[src/rtl/inst_encoder.sv]
// inst_encoder: packs decoded RV32 fields into 32-bit instruction words and
// writes them in order to IMEM through a two-stage (S1 capture, S2 write) pipe.
// Ports: clk/rst; in_valid/in_ready request with in_opcode, in_rd, in_rs1,
// in_rs2, in_funct3, in_funct7, in_imm; mem_we/mem_ready write handshake with
// mem_addr/mem_wdata; status wr_count, full, err (sticky), err_cnt (saturating).
module inst_encoder #(
    parameter int unsigned       ADDR_W    = 8,
    parameter logic [ADDR_W-1:0] BASE_ADDR = '0
) (
    input  logic              clk,
    input  logic              rst,
    input  logic              in_valid,
    output logic              in_ready,
    input  logic [6:0]        in_opcode,
    input  logic [4:0]        in_rd,
    input  logic [4:0]        in_rs1,
    input  logic [4:0]        in_rs2,
    input  logic [2:0]        in_funct3,
    input  logic [6:0]        in_funct7,
    input  logic [31:0]       in_imm,
    output logic              mem_we,
    input  logic              mem_ready,
    output logic [ADDR_W-1:0] mem_addr,
    output logic [31:0]       mem_wdata,
    output logic [ADDR_W:0]   wr_count,
    output logic              full,
    output logic              err,
    output logic [7:0]        err_cnt
);

    localparam logic [ADDR_W:0] DEPTH_V = {1'b1, {ADDR_W{1'b0}}};

    localparam logic [6:0] OP_JAL  = 7'b1101111;
    localparam logic [6:0] OP_BR   = 7'b1100011;
    localparam logic [6:0] OP_LD   = 7'b0000011;
    localparam logic [6:0] OP_JALR = 7'b1100111;
    localparam logic [6:0] OP_ARI  = 7'b0010011;
    localparam logic [6:0] OP_ST   = 7'b0100011;
    localparam logic [6:0] OP_LUI  = 7'b0110111;
    localparam logic [6:0] OP_AUI  = 7'b0010111;
    localparam logic [6:0] OP_R    = 7'b0110011;

    logic              s1_valid;
    logic [6:0]        s1_op;
    logic [4:0]        s1_rd;
    logic [4:0]        s1_rs1;
    logic [4:0]        s1_rs2;
    logic [2:0]        s1_f3;
    logic [6:0]        s1_f7;
    logic [31:0]       s1_imm;

    logic [ADDR_W-1:0] next_addr;
    logic [ADDR_W:0]   resv;

    logic              legal;
    logic [31:0]       word;
    logic              s2_done;
    logic              s1_adv;
    logic              load_s2;
    logic              reject;
    logic              accept;

    // Immediate range checks: upper bits must be a pure sign extension.
    logic j_ok, b_ok, i_ok, sh_ok, u_ok, is_shift;

    assign j_ok     = (&s1_imm[31:20]) | ~(|s1_imm[31:20]);
    assign b_ok     = (&s1_imm[31:12]) | ~(|s1_imm[31:12]);
    assign i_ok     = (&s1_imm[31:11]) | ~(|s1_imm[31:11]);
    assign sh_ok    = ~(|s1_imm[31:5]);
    assign u_ok     = ~(|s1_imm[11:0]);
    assign is_shift = (s1_f3 == 3'b001) || (s1_f3 == 3'b101);

    always_comb begin
        legal = 1'b0;
        word  = '0;
        case (s1_op)
            OP_JAL: begin
                legal = j_ok & ~s1_imm[0];
                word  = {s1_imm[20], s1_imm[10:1], s1_imm[11],
                         s1_imm[19:12], s1_rd, s1_op};
            end
            OP_BR: begin
                legal = b_ok & ~s1_imm[0];
                word  = {s1_imm[12], s1_imm[10:5], s1_rs2, s1_rs1,
                         s1_f3, s1_imm[4:1], s1_imm[11], s1_op};
            end
            OP_LD, OP_JALR: begin
                legal = i_ok;
                word  = {s1_imm[11:0], s1_rs1, s1_f3, s1_rd, s1_op};
            end
            OP_ARI: begin
                if (is_shift) begin
                    legal = sh_ok;
                    word  = {s1_f7, s1_imm[4:0], s1_rs1, s1_f3,
                             s1_rd, s1_op};
                end else begin
                    legal = i_ok;
                    word  = {s1_imm[11:0], s1_rs1, s1_f3, s1_rd, s1_op};
                end
            end
            OP_ST: begin
                legal = i_ok;
                word  = {s1_imm[11:5], s1_rs2, s1_rs1, s1_f3,
                         s1_imm[4:0], s1_op};
            end
            OP_LUI, OP_AUI: begin
                legal = u_ok;
                word  = {s1_imm[31:12], s1_rd, s1_op};
            end
            OP_R: begin
                legal = 1'b1;
                word  = {s1_f7, s1_rs2, s1_rs1, s1_f3, s1_rd, s1_op};
            end
            default: begin
                legal = 1'b0;
                word  = '0;
            end
        endcase
    end

    // An illegal S1 entry drains without needing S2, so it never stalls.
    assign s2_done  = mem_we && mem_ready;
    assign s1_adv   = s1_valid && (!mem_we || s2_done || !legal);
    assign load_s2  = s1_adv && legal;
    assign reject   = s1_adv && !legal;
    assign in_ready = !rst && (resv < DEPTH_V) && (!s1_valid || s1_adv);
    assign accept   = in_valid && in_ready;
    assign full     = (wr_count == DEPTH_V);

    always_ff @(posedge clk) begin
        if (rst) begin
            s1_valid  <= 1'b0;
            mem_we    <= 1'b0;
            mem_addr  <= BASE_ADDR;
            mem_wdata <= '0;
            next_addr <= BASE_ADDR;
            wr_count  <= '0;
            resv      <= '0;
            err       <= 1'b0;
            err_cnt   <= '0;
        end else begin
            if (accept) begin
                s1_valid <= 1'b1;
            end else if (s1_adv) begin
                s1_valid <= 1'b0;
            end
            if (load_s2) begin
                mem_we    <= 1'b1;
                mem_addr  <= next_addr;
                mem_wdata <= word;
                next_addr <= next_addr + ADDR_W'(1);
            end else if (s2_done) begin
                mem_we <= 1'b0;
            end
            if (s2_done) begin
                wr_count <= wr_count + (ADDR_W+1)'(1);
            end
            resv <= resv + (ADDR_W+1)'(accept) - (ADDR_W+1)'(reject);
            if (reject) begin
                err <= 1'b1;
                if (err_cnt != 8'hFF) begin
                    err_cnt <= err_cnt + 8'd1;
                end
            end
        end
    end

    always_ff @(posedge clk) begin
        if (accept) begin
            s1_op  <= in_opcode;
            s1_rd  <= in_rd;
            s1_rs1 <= in_rs1;
            s1_rs2 <= in_rs2;
            s1_f3  <= in_funct3;
            s1_f7  <= in_funct7;
            s1_imm <= in_imm;
        end
    end

endmodule

[config.mk]
export PLATFORM = sky130hd
export DESIGN_NAME = inst_encoder
export DESIGN_NICKNAME = d
export VERILOG_FILES = /design/src/rtl/inst_encoder.sv
export SDC_FILE = /design/constraint.sdc
export NUM_CORES = 1
export LEC_CHECK = 0
export BUFFER_PORTS_ARGS = -buffer_cell sky130_fd_sc_hd__buf_2
export CAP_MARGIN = 30
export CORE_MARGIN = 4
export CORE_UTILIZATION = 58
export DETAILED_ROUTE_END_ITERATION = 12
export PLACE_DENSITY = 0.95
export SETUP_SLACK_MARGIN = 0.02
export SLEW_MARGIN = 10
export SYNTH_ARGS = -nofsm -noshare
export SYNTH_HDL_FRONTEND = slang
export SYNTH_SLANG_ARGS = --single-unit
[constraint.sdc]
create_clock -name clk -period 9.4 [get_ports clk]
set_input_delay 0.47 -clock clk [delete_from_list [all_inputs] [get_ports clk]]
set_output_delay 0.47 -clock clk [all_outputs]
set_load 0.03 [all_outputs]
==> impl_metrics.ini <==
[global_route]
grt_max_degree = 79
antenna_found_initial = 0
grt_overflow_total = 0
grt_pass1_vias = 4785
grt_pass1_wl_um = 23360
track_usage_pct = 25.62

[placed_design]
io_buffers = 128
place_area_um2 = 6630
dp_slack_ns = 5.092
gp_congestion = 0.9178
post-dp-hpwl_um = 9829

[sta]
relSlewSlack_pct = 45.56
hold_viol = 0
layout_min_cycle_time_ns = 4.577
worst_slack_ns = 4.823
slew_violations = 0
setup_tns_ns = 0
rsz0062_at_grt = no
holdWs_ns = 0.1084
period_share_pct = 48.69
max_freq_mhz = 218.5
finalSetupViolations = 0
tightestPinTransition_ns = 0.8166
clock_skew_ns = 0.008123

[hold_path]
hold-path-endpoint = s1_imm[4]$_DFFE_PP_
worstHoldStart = in_imm[4]
whs_path_depth = 1
hold_path_class = in2reg

[synth]
synth_edf_count = 64
synth-main-ff-cell = dfxtp_1
synth_top_area_share_pct = 32.38
synth_seq_cells = 141
netlist.top_cell.by_area = edfxtp_1
synth.distinct_cells = 62
synthArstFlopShare_pct = 0
synth_nets = 631
yosysSeqAreaShare_pct = 58.36
netlist_instances = 549
avgSynthCellArea_um2 = 10.81
ys.warnings.count = 0
synth.cell_area_um2 = 5934
synthTopCellsByArea = edfxtp_1 32%, dfxtp_1 26%, nor2_1 3.6%, a21oi_1 2.9%, nand2_1 2.8%

[pwr]
internal-power_mw = 1.225
seq_power_share_pct = 43.9
p_per_area_nw_per_um2 = 228.8
p_leak_nw = 2.839
combinationalPowerShare_pct = 14.5
vdd_ir_drop_max_v = 0.0002305
p_switching_uw = 437.4
p_clk_share_pct = 41.6
switching_share_pct = 26.32

[clocking]
clk_latency_ns = 0.53
root_buffer = clkbuf_8
clock_path_buffers = 2
numCtsBuffers = 17
hold_buffers = 0
cts.sinks = 141
cts_resized = 0
cts_tree = built
cts_setup_buffers = 0
htreeDepth = 4
cts.clk_slew.worst_paths_ns = 0.06

[worst_setup_path]
timing.rr.end = resv[8]$_SDFF_PP0_
start_kind = register
critical_path_required_ns = 9.79
rrSetupSlack_ns = 4.82
crit_type = reg2reg
ff2ff_path_depth = 19
crit_path_max_fanout = 12
r2r_start = s1_op[6]$_DFFE_PP_
cp_data_arrival_time_ns = 4.96
end_kind = register

[detailed_routing]
drt-pass1-iter-count = 6
drc = 0
num_vias = 5023
drt-total-wl_um = 14970
antenna_left = 0
vias_per_cell = 6.148
wl_per_cell_um = 18.33
drtIter0Drc = 492

[finish]
final_nets = 753
drive_above_1_share_pct = 26.17
diodes = 0
fin_area_um2 = 7266
nFillCells = 610
area_growth_pct = 22.43

[floorplan]
die_area_um2 = 11910
core_um2 = 9864
io_pins = 129
dieHeight_um = 109.2
initial_core_util_pct = 60.16
rows = 36
die_w_um = 109.2

[run_status]
status = completed

[job]
maxCapViolations = 0
[cell type report]
class / instances / area, um^2 / share of cell area, %
Sequential cell: 141 / 3463 / 47.67
Multi-Input combinational cell: 356 / 2255 / 31.03
Clock buffer: 18 / 417.9 / 5.752
Timing Repair Buffer: 134 / 691.9 / 9.523
Tap cell: 133 / 166.4 / 2.290
Inverter: 21 / 78.83 / 1.085
Clock inverter: 14 / 192.7 / 2.652
[power by group through the flow]
stage / logic (mW) / registers, mW / clock network (mW)
6_report: 0.241 / 0.730 / 0.691
5_1_grt: 0.270 / 0.733 / 0.722
4_1_cts: 0.240 / 0.728 / 0.697
3_5_place_dp: 0.230 / 0.740 / 0
3_3_place_gp: 0.215 / 0.736 / 0
2_1_floorplan: 0.178 / 0.730 / 0
[cells by family (layout without fill, tap and decap cells)]
logic type	Yosys count	after routing	synth area share, %
flops	141	141	58.36
simple gates	207	207	17.33
buf+inv	52	187	3.690
compound gates	117	117	14.78
mux	3	3	0.5482
xor+xnor	15	15	2.214
fa+ha+maj	14	14	3.078
[worst max-delay path, stage by stage, from the launching register on]
cell	delay (ns)
edfxtp_1	0.57
nand4b_1	0.27
o21ai_0	0.17
o211a_1	0.29
a31oi_2	0.28
nand3_1	0.18
a311oi_1	0.47
nand2_1	0.12
ha_1	0.28
inv_1	0.06
ha_1	0.16
inv_1	0.06
fa_1	0.39
nor2b_1	0.19
o21ai_0	0.13
a21boi_0	0.25
o21ai_0	0.14
a21o_1	0.21
a21oi_1	0.12
nor3b_1	0.06
[synth_stat cells, drive strengths merged (2+ instances only)]
master	count
dfxtp	77
edfxtp	64
nor2	59
nand2	45
a21oi	36
nor3	23
inv	21
buf	17
clkbuf	14
o21ai	14
a221oi	13
ha	13
nand3	13
a211oi	11
a222oi	11
nand4	11
nor4	8
xnor2	8
and2	7
and3	7
nor2b	7
or4	7
xor2	7
o31ai	6
a21o	4
or3	4
nand2b	3
nand4b	3
o311ai	3
or2	3
a311o	2
a32oi	2
mux2	2
nand3b	2
nor4b	2
o41ai	2
[layout by cell type (no fill, tap or decap), types with 13 or more instances in the layout]
cell / Yosys / layout
a221oi_1: 13 / 13
o21ai_0: 13 / 13
nor3_1: 23 / 23
inv_1: 21 / 21
a21oi_1: 34 / 34
nor2_1: 57 / 57
nand3_1: 13 / 13
edfxtp_1: 64 / 64
clkbuf_16: 0 / 16
ha_1: 13 / 13
dfxtp_1: 77 / 77
buf_2: 13 / 129
nand2_1: 45 / 45
[flip-flops by register name, indices dropped and copies added, names as in the netlist, 8 cells and up]
register	flops
mem_addr	8
resv	9
mem_wdata	32
next_addr	8
s1_imm	32
wr_count	9
err_cnt	8
[metal layers]
layer  routed length [um]  part of all wire [%]  global-route usage [%]  up-vias
met5                    0                     0                       0        -
met4                  558                   3.7                   13.35        0
met3                 1295                   8.6                   6.809       57
met2                 7594                    51                   43.42      316
met1                 5524                    37                   29.71     2355
li1                     -                     -                       -     2295
[through the flow]
stage | instances | power [mW] | util [%]
2_1_floorplan | 549 | 0.9079 | -
3_3_place_gp | 782 | 0.9510 | 67.17
3_5_place_dp | 783 | 0.9698 | 67.21
4_1_cts | 815 | 1.665 | 73.40
5_1_grt | 817 | 1.725 | 73.66
6_report | 817 | 1.662 | 73.66
[worst max-delay path by stage]
stage	slack, ns	endpoint	cells after the start	startpoint
after CTS	4.94	resv[8]$_SDFF_PP0_	19	s1_op[6]$_DFFE_PP_
final	4.82	resv[8]$_SDFF_PP0_	19	s1_op[6]$_DFFE_PP_
after global routing	4.41	resv[8]$_SDFF_PP0_	18	s1_op[2]$_DFFE_PP_
after global placement	5.29	resv[8]$_SDFF_PP0_	18	s1_op[2]$_DFFE_PP_
after floorplan	4.98	s1_f3[0]$_DFFE_PP_	8	s1_op[6]$_DFFE_PP_
after detailed placement	5.09	resv[8]$_SDFF_PP0_	18	s1_op[2]$_DFFE_PP_
No activity file was read; power rests on OpenSTA's default activity.
